===== src/rtl/gui_screen_sequencer.sv =====
// Screen sequencer for the Snake VGA display: title, map with optional border,
// play idle, then a flashing game-over sequence that waits for a restart.
module gui_screen_sequencer #(
    parameter int                  X_W           = 8,
    parameter int                  Y_W           = 7,
    parameter int                  SCREEN_W      = 160,
    parameter int                  SCREEN_H      = 120,
    parameter int                  COLOUR_W      = 3,
    parameter logic [COLOUR_W-1:0] TITLE_COLOUR  = 3'b001,
    parameter logic [COLOUR_W-1:0] MAP_COLOUR    = 3'b000,
    parameter logic [COLOUR_W-1:0] BORDER_COLOUR = 3'b111,
    parameter bit                  BORDER_EN     = 1'b1,
    parameter logic [COLOUR_W-1:0] OVER_COLOUR   = 3'b100,
    parameter int                  FLASH_COUNT   = 3,
    parameter int                  FLASH_HOLD    = 12_500_000
) (
    input  logic                clk,
    input  logic                reset,
    input  logic                start,
    input  logic                isDead,
    output logic [X_W-1:0]      x,
    output logic [Y_W-1:0]      y,
    output logic [COLOUR_W-1:0] colour,
    output logic                plot,
    output logic [1:0]          screen,
    output logic                busy,
    output logic                frame_done
);

    localparam int H_W = $clog2(FLASH_HOLD + 1);
    localparam int K_W = $clog2(2 * FLASH_COUNT);

    localparam logic [X_W-1:0] X_LAST = X_W'(SCREEN_W - 1);
    localparam logic [Y_W-1:0] Y_LAST = Y_W'(SCREEN_H - 1);
    localparam logic [H_W-1:0] H_LAST = H_W'(FLASH_HOLD);
    localparam logic [K_W-1:0] K_LAST = K_W'(2 * FLASH_COUNT - 2);

    typedef enum logic [2:0] {
        S_BOOT,
        S_TITLE_DRAW,
        S_TITLE_WAIT,
        S_MAP_DRAW,
        S_PLAY,
        S_OVER_DRAW,
        S_OVER_HOLD,
        S_OVER_WAIT
    } state_t;

    state_t              r_state;
    logic [X_W-1:0]      r_x;
    logic [Y_W-1:0]      r_y;
    logic [COLOUR_W-1:0] r_colour;
    logic                r_plot;
    logic [1:0]          r_screen;
    logic                r_busy;
    logic                r_frameDone;
    logic [H_W-1:0]      r_hold;
    logic [K_W-1:0]      r_k;

    state_t              w_nextState;
    logic [X_W-1:0]      w_nextX;
    logic [Y_W-1:0]      w_nextY;
    logic [COLOUR_W-1:0] w_nextColour;
    logic                w_nextPlot;
    logic [1:0]          w_nextScreen;
    logic                w_nextBusy;
    logic                w_nextFrameDone;
    logic [H_W-1:0]      w_nextHold;
    logic [K_W-1:0]      w_nextK;
    logic                w_frameLast;
    logic                w_beginFrame;
    logic                w_advance;
    logic                w_frameEnd;

    // State and output registers; every output comes straight from a flop.
    always_ff @(posedge clk or negedge reset) begin
        if (!reset) begin
            r_state     <= S_BOOT;
            r_x         <= '0;
            r_y         <= '0;
            r_colour    <= '0;
            r_plot      <= 1'b0;
            r_screen    <= 2'd0;
            r_busy      <= 1'b0;
            r_frameDone <= 1'b0;
            r_hold      <= '0;
            r_k         <= '0;
        end else begin
            r_state     <= w_nextState;
            r_x         <= w_nextX;
            r_y         <= w_nextY;
            r_colour    <= w_nextColour;
            r_plot      <= w_nextPlot;
            r_screen    <= w_nextScreen;
            r_busy      <= w_nextBusy;
            r_frameDone <= w_nextFrameDone;
            r_hold      <= w_nextHold;
            r_k         <= w_nextK;
        end
    end

    // Next state, raster pointer and the registered outputs for the next cycle.
    always_comb begin
        w_nextState     = r_state;
        w_nextX         = r_x;
        w_nextY         = r_y;
        w_nextColour    = r_colour;
        w_nextPlot      = 1'b0;
        w_nextScreen    = 2'd0;
        w_nextBusy      = 1'b0;
        w_nextFrameDone = 1'b0;
        w_nextHold      = r_hold;
        w_nextK         = r_k;
        w_beginFrame    = 1'b0;
        w_advance       = 1'b0;
        w_frameEnd      = 1'b0;
        w_frameLast     = (r_x == X_LAST) && (r_y == Y_LAST);

        case (r_state)
            S_BOOT: begin
                w_nextState  = S_TITLE_DRAW;
                w_beginFrame = 1'b1;
            end
            S_TITLE_DRAW: begin
                if (w_frameLast) begin
                    w_nextState = S_TITLE_WAIT;
                    w_frameEnd  = 1'b1;
                end else begin
                    w_advance = 1'b1;
                end
            end
            S_TITLE_WAIT: begin
                if (start) begin
                    w_nextState  = S_MAP_DRAW;
                    w_beginFrame = 1'b1;
                end
            end
            S_MAP_DRAW: begin
                if (w_frameLast) begin
                    w_nextState = S_PLAY;
                    w_frameEnd  = 1'b1;
                end else begin
                    w_advance = 1'b1;
                end
            end
            S_PLAY: begin
                if (isDead) begin
                    w_nextState  = S_OVER_DRAW;
                    w_nextK      = '0;
                    w_beginFrame = 1'b1;
                end
            end
            S_OVER_DRAW: begin
                if (w_frameLast) begin
                    w_frameEnd = 1'b1;
                    if (r_k == K_LAST) begin
                        w_nextState = S_OVER_WAIT;
                    end else begin
                        w_nextState = S_OVER_HOLD;
                        w_nextHold  = '0;
                    end
                end else begin
                    w_advance = 1'b1;
                end
            end
            S_OVER_HOLD: begin
                if (r_hold == H_LAST) begin
                    w_nextState  = S_OVER_DRAW;
                    w_nextK      = r_k + K_W'(1);
                    w_beginFrame = 1'b1;
                end else begin
                    w_nextHold = r_hold + H_W'(1);
                end
            end
            S_OVER_WAIT: begin
                if (start) begin
                    w_nextState  = S_MAP_DRAW;
                    w_beginFrame = 1'b1;
                end
            end
            default: begin
                w_nextState = S_BOOT;
            end
        endcase

        if (w_beginFrame) begin
            w_nextX    = '0;
            w_nextY    = '0;
            w_nextPlot = 1'b1;
        end else if (w_advance) begin
            w_nextPlot = 1'b1;
            if (r_x == X_LAST) begin
                w_nextX = '0;
                w_nextY = r_y + Y_W'(1);
            end else begin
                w_nextX = r_x + X_W'(1);
            end
        end else if (w_frameEnd) begin
            w_nextX         = '0;
            w_nextY         = '0;
            w_nextFrameDone = 1'b1;
        end

        case (w_nextState)
            S_TITLE_DRAW: begin
                w_nextColour = TITLE_COLOUR;
            end
            S_MAP_DRAW: begin
                if (BORDER_EN && ((w_nextX == '0) || (w_nextX == X_LAST) ||
                                  (w_nextY == '0) || (w_nextY == Y_LAST))) begin
                    w_nextColour = BORDER_COLOUR;
                end else begin
                    w_nextColour = MAP_COLOUR;
                end
            end
            S_OVER_DRAW: begin
                w_nextColour = w_nextK[0] ? MAP_COLOUR : OVER_COLOUR;
            end
            default: begin
                w_nextColour = r_colour;
            end
        endcase

        case (w_nextState)
            S_MAP_DRAW:                             w_nextScreen = 2'd1;
            S_PLAY:                                 w_nextScreen = 2'd2;
            S_OVER_DRAW, S_OVER_HOLD, S_OVER_WAIT:  w_nextScreen = 2'd3;
            default:                                w_nextScreen = 2'd0;
        endcase

        w_nextBusy = (w_nextState == S_TITLE_DRAW) || (w_nextState == S_MAP_DRAW) ||
                     (w_nextState == S_OVER_DRAW)  || (w_nextState == S_OVER_HOLD);
    end

    assign x          = r_x;
    assign y          = r_y;
    assign colour     = r_colour;
    assign plot       = r_plot;
    assign screen     = r_screen;
    assign busy       = r_busy;
    assign frame_done = r_frameDone;

endmodule


===== config.mk =====
export PLATFORM = sky130hd
export DESIGN_NAME = gui_screen_sequencer
export DESIGN_NICKNAME = d
export VERILOG_FILES = /design/src/rtl/gui_screen_sequencer.sv
export SDC_FILE = /design/constraint.sdc
export NUM_CORES = 1
export LEC_CHECK = 0
export CAP_MARGIN = 20
export CORE_MARGIN = 8
export CORE_UTILIZATION = 58
export DETAILED_ROUTE_END_ITERATION = 10
export PLACE_DENSITY = 0.8
export SLEW_MARGIN = 20
export SYNTH_ARGS = -nofsm -noshare
export SYNTH_HDL_FRONTEND = slang
export SYNTH_SLANG_ARGS = --single-unit

===== constraint.sdc =====
create_clock -name clk -period 3.9 [get_ports clk]
set_clock_uncertainty 0.15 [all_clocks]
set_input_delay 0.78 -clock clk [delete_from_list [all_inputs] [get_ports clk]]
set_output_delay 0.78 -clock clk [all_outputs]
set_load 0.005 [all_outputs]

After elaboration in Yosys (flattened, before gate mapping) --
Index checks and enable logic that the tools add are counted.
Storage, ports and cells: output and inout bits 23, input bits 4, logic and storage cells 97, register bits 53
Cells by class: reductions and logical operators 18, multiplexer cells 40, equal/unequal tests 24, $add $sub $neg 4
Operator list (number):
- two-way mux 24 bit | 3
- case mux 24 bit (2 select lines) | 1
- two-way mux 8 bit | 4
- two-way mux 3 bit | 10
- two-way mux 7 bit | 4
- equality test 3 bit, second input constant | 9
- adder 24 x 1 -> 24 bit, second input constant | 1
- equality test 24 bit, second input constant | 1
- case mux 3 bit (7 select lines) | 1
- equality test 8 bit, second input constant | 2
- equality test 7 bit, second input constant | 2
- two-way mux 1 bit | 13
- != test 2 bit, second input constant | 5
- equality test 3 x 2 -> 1 bit, second input constant | 3
- case mux 3 bit (3 select lines) | 1
- adder 8 x 1 -> 8 bit, second input constant | 1
- logical NOT 8 bit | 1
- adder 7 x 1 -> 7 bit, second input constant | 1
- logical NOT 7 bit | 1
- equality test 3 x 1 -> 1 bit, second input constant | 2
- logical OR 1 bit | 6
- case mux 2 bit (3 select lines) | 1
- case mux 3 bit (2 select lines) | 1
- OR reduction 3 bit | 2
- 9 further kinds | 10

Longest topological paths before layout --
Gate-level depths: netlist of the first run.
word-level depth 13, depth in mapped cells 11, gate-level depth less buffers 10

Least setup slack after synthesis of the first run --
No wires, ideal clock.
path type reg2reg, from register r_hold[6], to register r_colour[2] (netlist: colour[2]), library setup time 0.132 ns, path slack 1.192 ns, buffers on the path 1, clock period less this slack 2.708 ns, arrival 2.425 ns, required time 3.618 ns, stages on the path, launching flop included 10, cell sequence dfrtp_1 -> or4_1 -> or3_4 -> nor3_4 -> or2_4 -> buf_12 -> a21oi_4 -> and4_4 -> a2111oi_4 -> o221ai_2
On the way: elaborated cells between the ends (all ways) 23, those cells by class 6 x eq/ne; 11 x mux; 6 x reduce/logical
RTL lines:
- start, declared | RTL line 57 | logic [H_W-1:0] r_hold;
- start signal, assigned | RTL line 97 | r_hold <= w_nextHold;
- equality test 24 bit * | RTL line 167 | if (r_hold == H_LAST) begin
- two-way mux 1 bit * | RTL line 167
- case mux 1 bit (4 select lines) * | RTL line 119 | case (r_state)
- two-way mux 7 bit * | RTL line 186 | if (w_beginFrame) begin
- via w_nextY[1] | RTL line 62 | logic [Y_W-1:0] w_nextY;
- logical NOT 7 bit | RTL line 210 | (w_nextY == '0) || (w_nextY == Y_LAST))) begin
- logical OR 1 bit | RTL line 209 | if (BORDER_EN && ((w_nextX == '0) || (w_nextX == X_LAST) ||
- logical OR 1 bit * | RTL line 210
- two-way mux 3 bit * | RTL line 209
- case mux 3 bit (3 select lines) * | RTL line 204 | case (w_nextState)
- end signal, assigned | RTL line 92 | r_colour <= w_nextColour;
- end, declared | RTL line 52 | logic [COLOUR_W-1:0] r_colour;
Mark *: on every way through the listed nets, which the timed path passes. The rest lies on a longest branch. The select of a mux whose other input is x is not followed. A chain may end at the register's enable or synchronous reset.

Final worst setup path of the first run --
from register r_x[0] (netlist: x[0]), to register r_hold[23]
On the way: cells in the longest elaborated chain, start to end 4
Ends and longest elaborated chain:
- start, declared | RTL line 50 | logic [X_W-1:0] r_x;
- start signal, assigned | RTL line 90 | r_x <= w_nextX;
- equality test 8 bit | RTL line 117 | w_frameLast = (r_x == X_LAST) && (r_y == Y_LAST);
- logical AND 1 bit | RTL line 117
- != test 2 bit (no source line)
- AND reduction 4 bit (no source line)
No other way between the ends.

==> flow_summary.toml, run 1 <==
[cells_and_area]
utilization_pct = 66.3
area_delta_synth_final_pct = 11.3
layout-drive-gt1-share_pct = 7.46
n_antenna_cell = 0
nets = 411

[logic_synthesis]
synth.yosys.seq_area_share_pct = 40.6
synth_most_common_cell = "dfrtp_1"
synth-main-ff-cell = "dfrtp_1"
ys_ff_latch = 53
synthTopCellsByArea = "dfrtp_1, o21ai_0, nand2_1, nor2_1, nand3_1"
synth.top_cell.area_share_pct = 40.6
synth_cells = 385
synthTopCellsByCount = "dfrtp_1, o21ai_0, nand2_1"
ys_async_sr_fraction_pct = 100
synth_warnings = 0
syn-num-nets = 395
synthDistinctLibCells = 61
synth_top_cell_by_area = "dfrtp_1"
synth_edf_count = 0
syn_area_um2 = 3260
syn_area_per_cell_um2 = 8.48

[detailed_routing]
wl_per_cell_um = 15.7
firstDrtPassIters = 5
drt-initial-drc-count = 293
vias = 2915
viasPerCell = 6.15
antenna_left = 0
wl_mm = 7.46
drc = 0

[min_path]
hp-class = "reg2reg"

[worst_setup_path]
critPathMostFrequentCell = "nor4_1"
cp_max_fo = 14
critPathArrivalTime_ps = 3360
cp_cell_sequence = "ha_1 > and3_1 > nand2_1 > nor4_1 > nor4_1 > nand2_2 > nor2_2 > nand4_1 > o21ai_0"
cp_slowest_stage_delay_ps = 680
crit_path_start_kind = "flip-flop"
worstSetupPathType = "reg2reg"
cp_slowest_cell = "nor4_1"
critPathRequiredTime_ps = 3980
cp-end-kind = "flip-flop"

[grt]
grt_pass1_vias = 2747
grt_max_degree = 40
gr-total-overflow = 0
antenna_found_initial = 0
grtUsageTotal_pct = 18.6
grt_pass1_wl_mm = 13.0

[power_and_ir_drop]
p_leak_nw = 1.45
power_density_nw_per_um2 = 247
total_power_uw = 897
peakVddDrop_uv = 178

[timing]
holdWs_ps = 360
rsz0062_at_grt = "false"
final.min_clock_period_ps = 3280
max_freq_mhz = 305
fin_crit_sh_pct = 84.1
tightest_slew_ps = 831
hold_viol = 0
fin_setup_tns_ps = 0
setup_viol = 0
drv_slew = 0
finalWorstSetupSlack_ps = 621
relSlewSlack_pct = 44.6

[clocking]
tritoncts.num_buffers = 5
clock-root-buffer = "clkbuf_8"
cts_tree = "built"
cts.clk_slew.worst_paths_ps = 90
htree_levels = 2
post-cts-setup-buffers = 0
ctsHoldBuffers = 0
ctsResizeCount = 0
clk_latency_ps = 300
cts_buffer_depth = 2
clock-sinks = 53

[placement]
gp_congestion = 0.870
io_buffers = 26
pre_cts_slack_ps = 562
hpwl_mm = 5.42

[status]
status = "finished clean"

[floorplanning]
core_area_um2 = 5470
die_y_um = 91.0
die_x_um = 91.0
start_util_pct = 59.6
die_area_um2 = 8280
num_rows = 27
ios = 27

[job]
drv_cap = 0
[logic make-up after synthesis]
| kind of cell | Yosys count | share of synthesized area (%) |
|---|---|---|
| buffers and inverters | 34 | 4.95 |
| multiplexers | 2 | 0.652 |
| flip-flops | 53 | 40.6 |
| XOR/XNOR | 13 | 3.49 |
| AO/OA/AOI/OAI | 95 | 18.3 |
| AND/OR/NAND/NOR | 181 | 29.4 |
| adder cells (fa/ha/maj) | 7 | 2.61 |
[where the power goes]
| part | switching [mW] | total [mW] | internal, mW |
|---|---|---|---|
| Sequential | 0 | 0.549 | 0.549 |
| Clock | 0.173 | 0.334 | 0.161 |
| Combinational | 0.0107 | 0.0136 | 0.00291 |
[per-layer routing]
metal	track usage [%]	wire length [um]
met5	0	0
met3	3.87	438
met2	27.3	3300
met1	25.4	3550
met4	8.87	180
[placed cells by master, fill, tap and decap left out, types with 11 or more instances in the layout]
master,count
a21oi_1,14
clkdlybuf4s50_1,25
dfrtp_1,53
inv_1,12
nand2_1,39
nand3_1,24
nand4_1,11
nor2_1,36
nor3_1,15
o21ai_0,42
[registers in the layout, indices dropped and copies added, names as in the netlist, 2 cells and up]
signal   cells
r_state      3
screen       2
r_k          3
r_hold      24
y            7
x            8
colour       3
[final cells by class]
class | instances | area (um^2)
Fill cell | 456 | 1840
Timing Repair Buffer | 31 | 293
Inverter | 12 | 45.0
Sequential cell | 53 | 1330
Multi-Input combinational cell | 298 | 1780
Clock buffer | 7 | 96.3
Clock inverter | 1 | 5.00
Tap cell | 72 | 90.1
[metrics by stage]
| stage | area, um^2 | cells |
|---|---|---|
| 2_1_floorplan | 3260 | 385 |
| 3_3_place_gp | 3530 | 466 |
| 3_5_place_dp | 3530 | 466 |
| 4_1_cts | 3630 | 474 |
| 5_1_grt | 3630 | 474 |
| 6_report | 3630 | 474 |
[path summary, 6_finish.rpt]
check / to / from / cells after the start / slack (ps)
worst min-delay path: r_hold[20] / r_hold[20] / 1 / 360
max in group asynchronous: r_hold[5] / reset / 2 / 2480
worst max register to register: r_hold[23] / x[0] / 9 / 620
worst min register to register: r_hold[20] / r_hold[20] / 1 / 360
min in group asynchronous: r_hold[20] / reset / 1 / 410
worst max-delay path: r_hold[23] / x[0] / 9 / 620
[critical path, delay by kind of cell (launching register included)]
kind                       cells  cell delay, ps
adders and majority gates      1             300
AOI/OAI and AO/OA              1             170
DFF                            1             510
and+or+nand+nor                7            2080
No activity file was read; power rests on OpenSTA's default activity.
==> run 2: changes to the inputs <==
==> constraint.sdc (replaced) <==
create_clock -name clk -period 3.2 [get_ports clk]
set_clock_uncertainty 0.15 [all_clocks]
set_input_delay 0.64 -clock clk [delete_from_list [all_inputs] [get_ports clk]]
set_output_delay 0.64 -clock clk [all_outputs]
set_load 0.005 [all_outputs]
==> flow_summary.toml, run 2 (same netlist as run 1, synthesis figures left out) <==
[min_path]
hp-class = "in2async"

[floorplanning]
die_area_um2 = 8280
ios = 27
core_area_um2 = 5470
die_y_um = 91.0
start_util_pct = 59.6
die_x_um = 91.0
num_rows = 27

[grt]
grtUsageTotal_pct = 19.2
grt_max_degree = 54
grt_pass1_vias = 2951
grt_pass1_wl_mm = 13.6
gr-total-overflow = 0
antenna_found_initial = 0

[clocking]
ctsHoldBuffers = 0
ctsResizeCount = 0
cts.clk_slew.worst_paths_ps = 100
clock-sinks = 53
clock-root-buffer = "clkbuf_8"
clk_latency_ps = 310
tritoncts.num_buffers = 5
cts_buffer_depth = 2
post-cts-setup-buffers = 0
cts_tree = "built"
htree_levels = 2

[timing]
drv_slew = 0
fin_setup_tns_ps = 0
tightest_slew_ps = 674
fin_crit_sh_pct = 92.0
max_freq_mhz = 340
setup_viol = 0
relSlewSlack_pct = 55.1
holdWs_ps = 301
rsz0062_at_grt = "false"
final.min_clock_period_ps = 2940
hold_viol = 0

[cells_and_area]
final_cell_mix = "dfrtp_1, o21ai_0, nand2_1"
utilization_pct = 68.7
fillers = 437
area_delta_synth_final_pct = 15.3
largest_register_ffs = 24
final_common_cell = "dfrtp_1"
multi_input_area_um2 = 1780
max_flop_register = "r_hold"
nets = 426
layout-drive-gt1-share_pct = 11.0
n_antenna_cell = 0
regArea_um2 = 1330

[worst_setup_path]
critPathRequiredTime_ps = 3230
critPathArrivalTime_ps = 2980
worstSetupPathType = "reg2reg"
crit_path_start_kind = "flip-flop"
r2r-start = "r_hold[6]"
r2r_slack_ps = 260
cp-end-kind = "flip-flop"
critPathLaunch = "r_hold[6]"
cp_slowest_stage_delay_ps = 530
cp_slowest_cell = "or4_1"
cp_max_fo = 8
endpoint = "colour[2]"
cp_cell_sequence = "or4_1 > or3_4 > nor3_4 > or2_4 > buf_4 > a21oi_4 > and4_4 > a2111oi_4 > o221ai_2"
r2r-end = "colour[2]"
rr_worst_depth = 9

[status]
status = "finished clean"

[placement]
hpwl_mm = 5.48
gp_congestion = 0.878
io_buffers = 26

[detailed_routing]
firstDrtPassIters = 5
wl_per_cell_um = 16.0
antenna_left = 0
drt-initial-drc-count = 220
vias = 2981
drc = 0
viasPerCell = 6.10
wl_mm = 7.80

[power_and_ir_drop]
p_clk_share_pct = 37.6
peakVddDrop_uv = 206
pwr-share-seq_pct = 60.8
p_leak_nw = 1.53
p_comb_share_pct = 1.6
internal_power_uw = 869
p_switching_uw = 232
switching_share_pct = 21.1
power_density_nw_per_um2 = 293

[job]
drv_cap = 0
## run 2: cell types whose count changed in the layout (fill, tap and decap cells not counted)
cell / previous run / this run
buf_4: 5 / 19
buf_12: 0 / 1
nor4_1: 8 / 7
nor4_2: 0 / 1
## run 2: through the flow
step | setup slack, ps | power (mW) | cell area, um^2 | std cells
4_1_cts | 185 | 1.11 | 3760 | 489
6_report | 257 | 1.10 | 3760 | 489
2_1_floorplan | 492 | 0.683 | 3260 | 385
5_1_grt | 144 | 1.14 | 3760 | 489
3_5_place_dp | 84.3 | 0.700 | 3650 | 481
3_3_place_gp | 186 | 0.700 | 3650 | 481
## run 2: worst min path at each step
stage | depth (start not counted) | slack, ps | startpoint | to
global placement | 2 | 340 | colour[2] | colour[2]
finish | 2 | 300 | reset | x[2]
detailed placement | 2 | 330 | colour[2] | colour[2]
floorplan | 0 | 190 | reset | busy
CTS | 2 | 320 | reset | x[2]
global route | 2 | 350 | reset | r_hold[13]
## run 2: power groups by stage
stage | registers (mW) | logic (mW) | clock network, mW
3_5_place_dp | 0.682 | 0.0181 | 0
4_1_cts | 0.669 | 0.0182 | 0.424
2_1_floorplan | 0.683 | 0.000181 | 0
5_1_grt | 0.669 | 0.0205 | 0.448
3_3_place_gp | 0.682 | 0.0178 | 0
6_report | 0.669 | 0.0172 | 0.414
## run 2: layout make-up
type | instances | area share [%]
clock buffer | 7 | 2.56
clock inverter | 1 | 0.133
inverter | 12 | 1.20
multi-input combinational | 298 | 47.4
sequential | 53 | 35.3
tap | 72 | 2.39
timing repair buffer | 46 | 11.1
## run 2: per-layer routing
layer,vias up,track usage (%),share of wire [%]
li1,1447,-,-
met1,1427,25.3,45
met2,100,30.3,47
met3,7,4.20,6.7
met4,0,7.09,0.82
met5,-,0,0
## run 2: critical path: cells and delay by family, from the launching register on
kind / cells / cell delay (ps)
buffers and inverters: 1 / 180
DFF: 1 / 450
AOI/OAI and AO/OA: 3 / 580
and+or+nand+nor: 5 / 1470
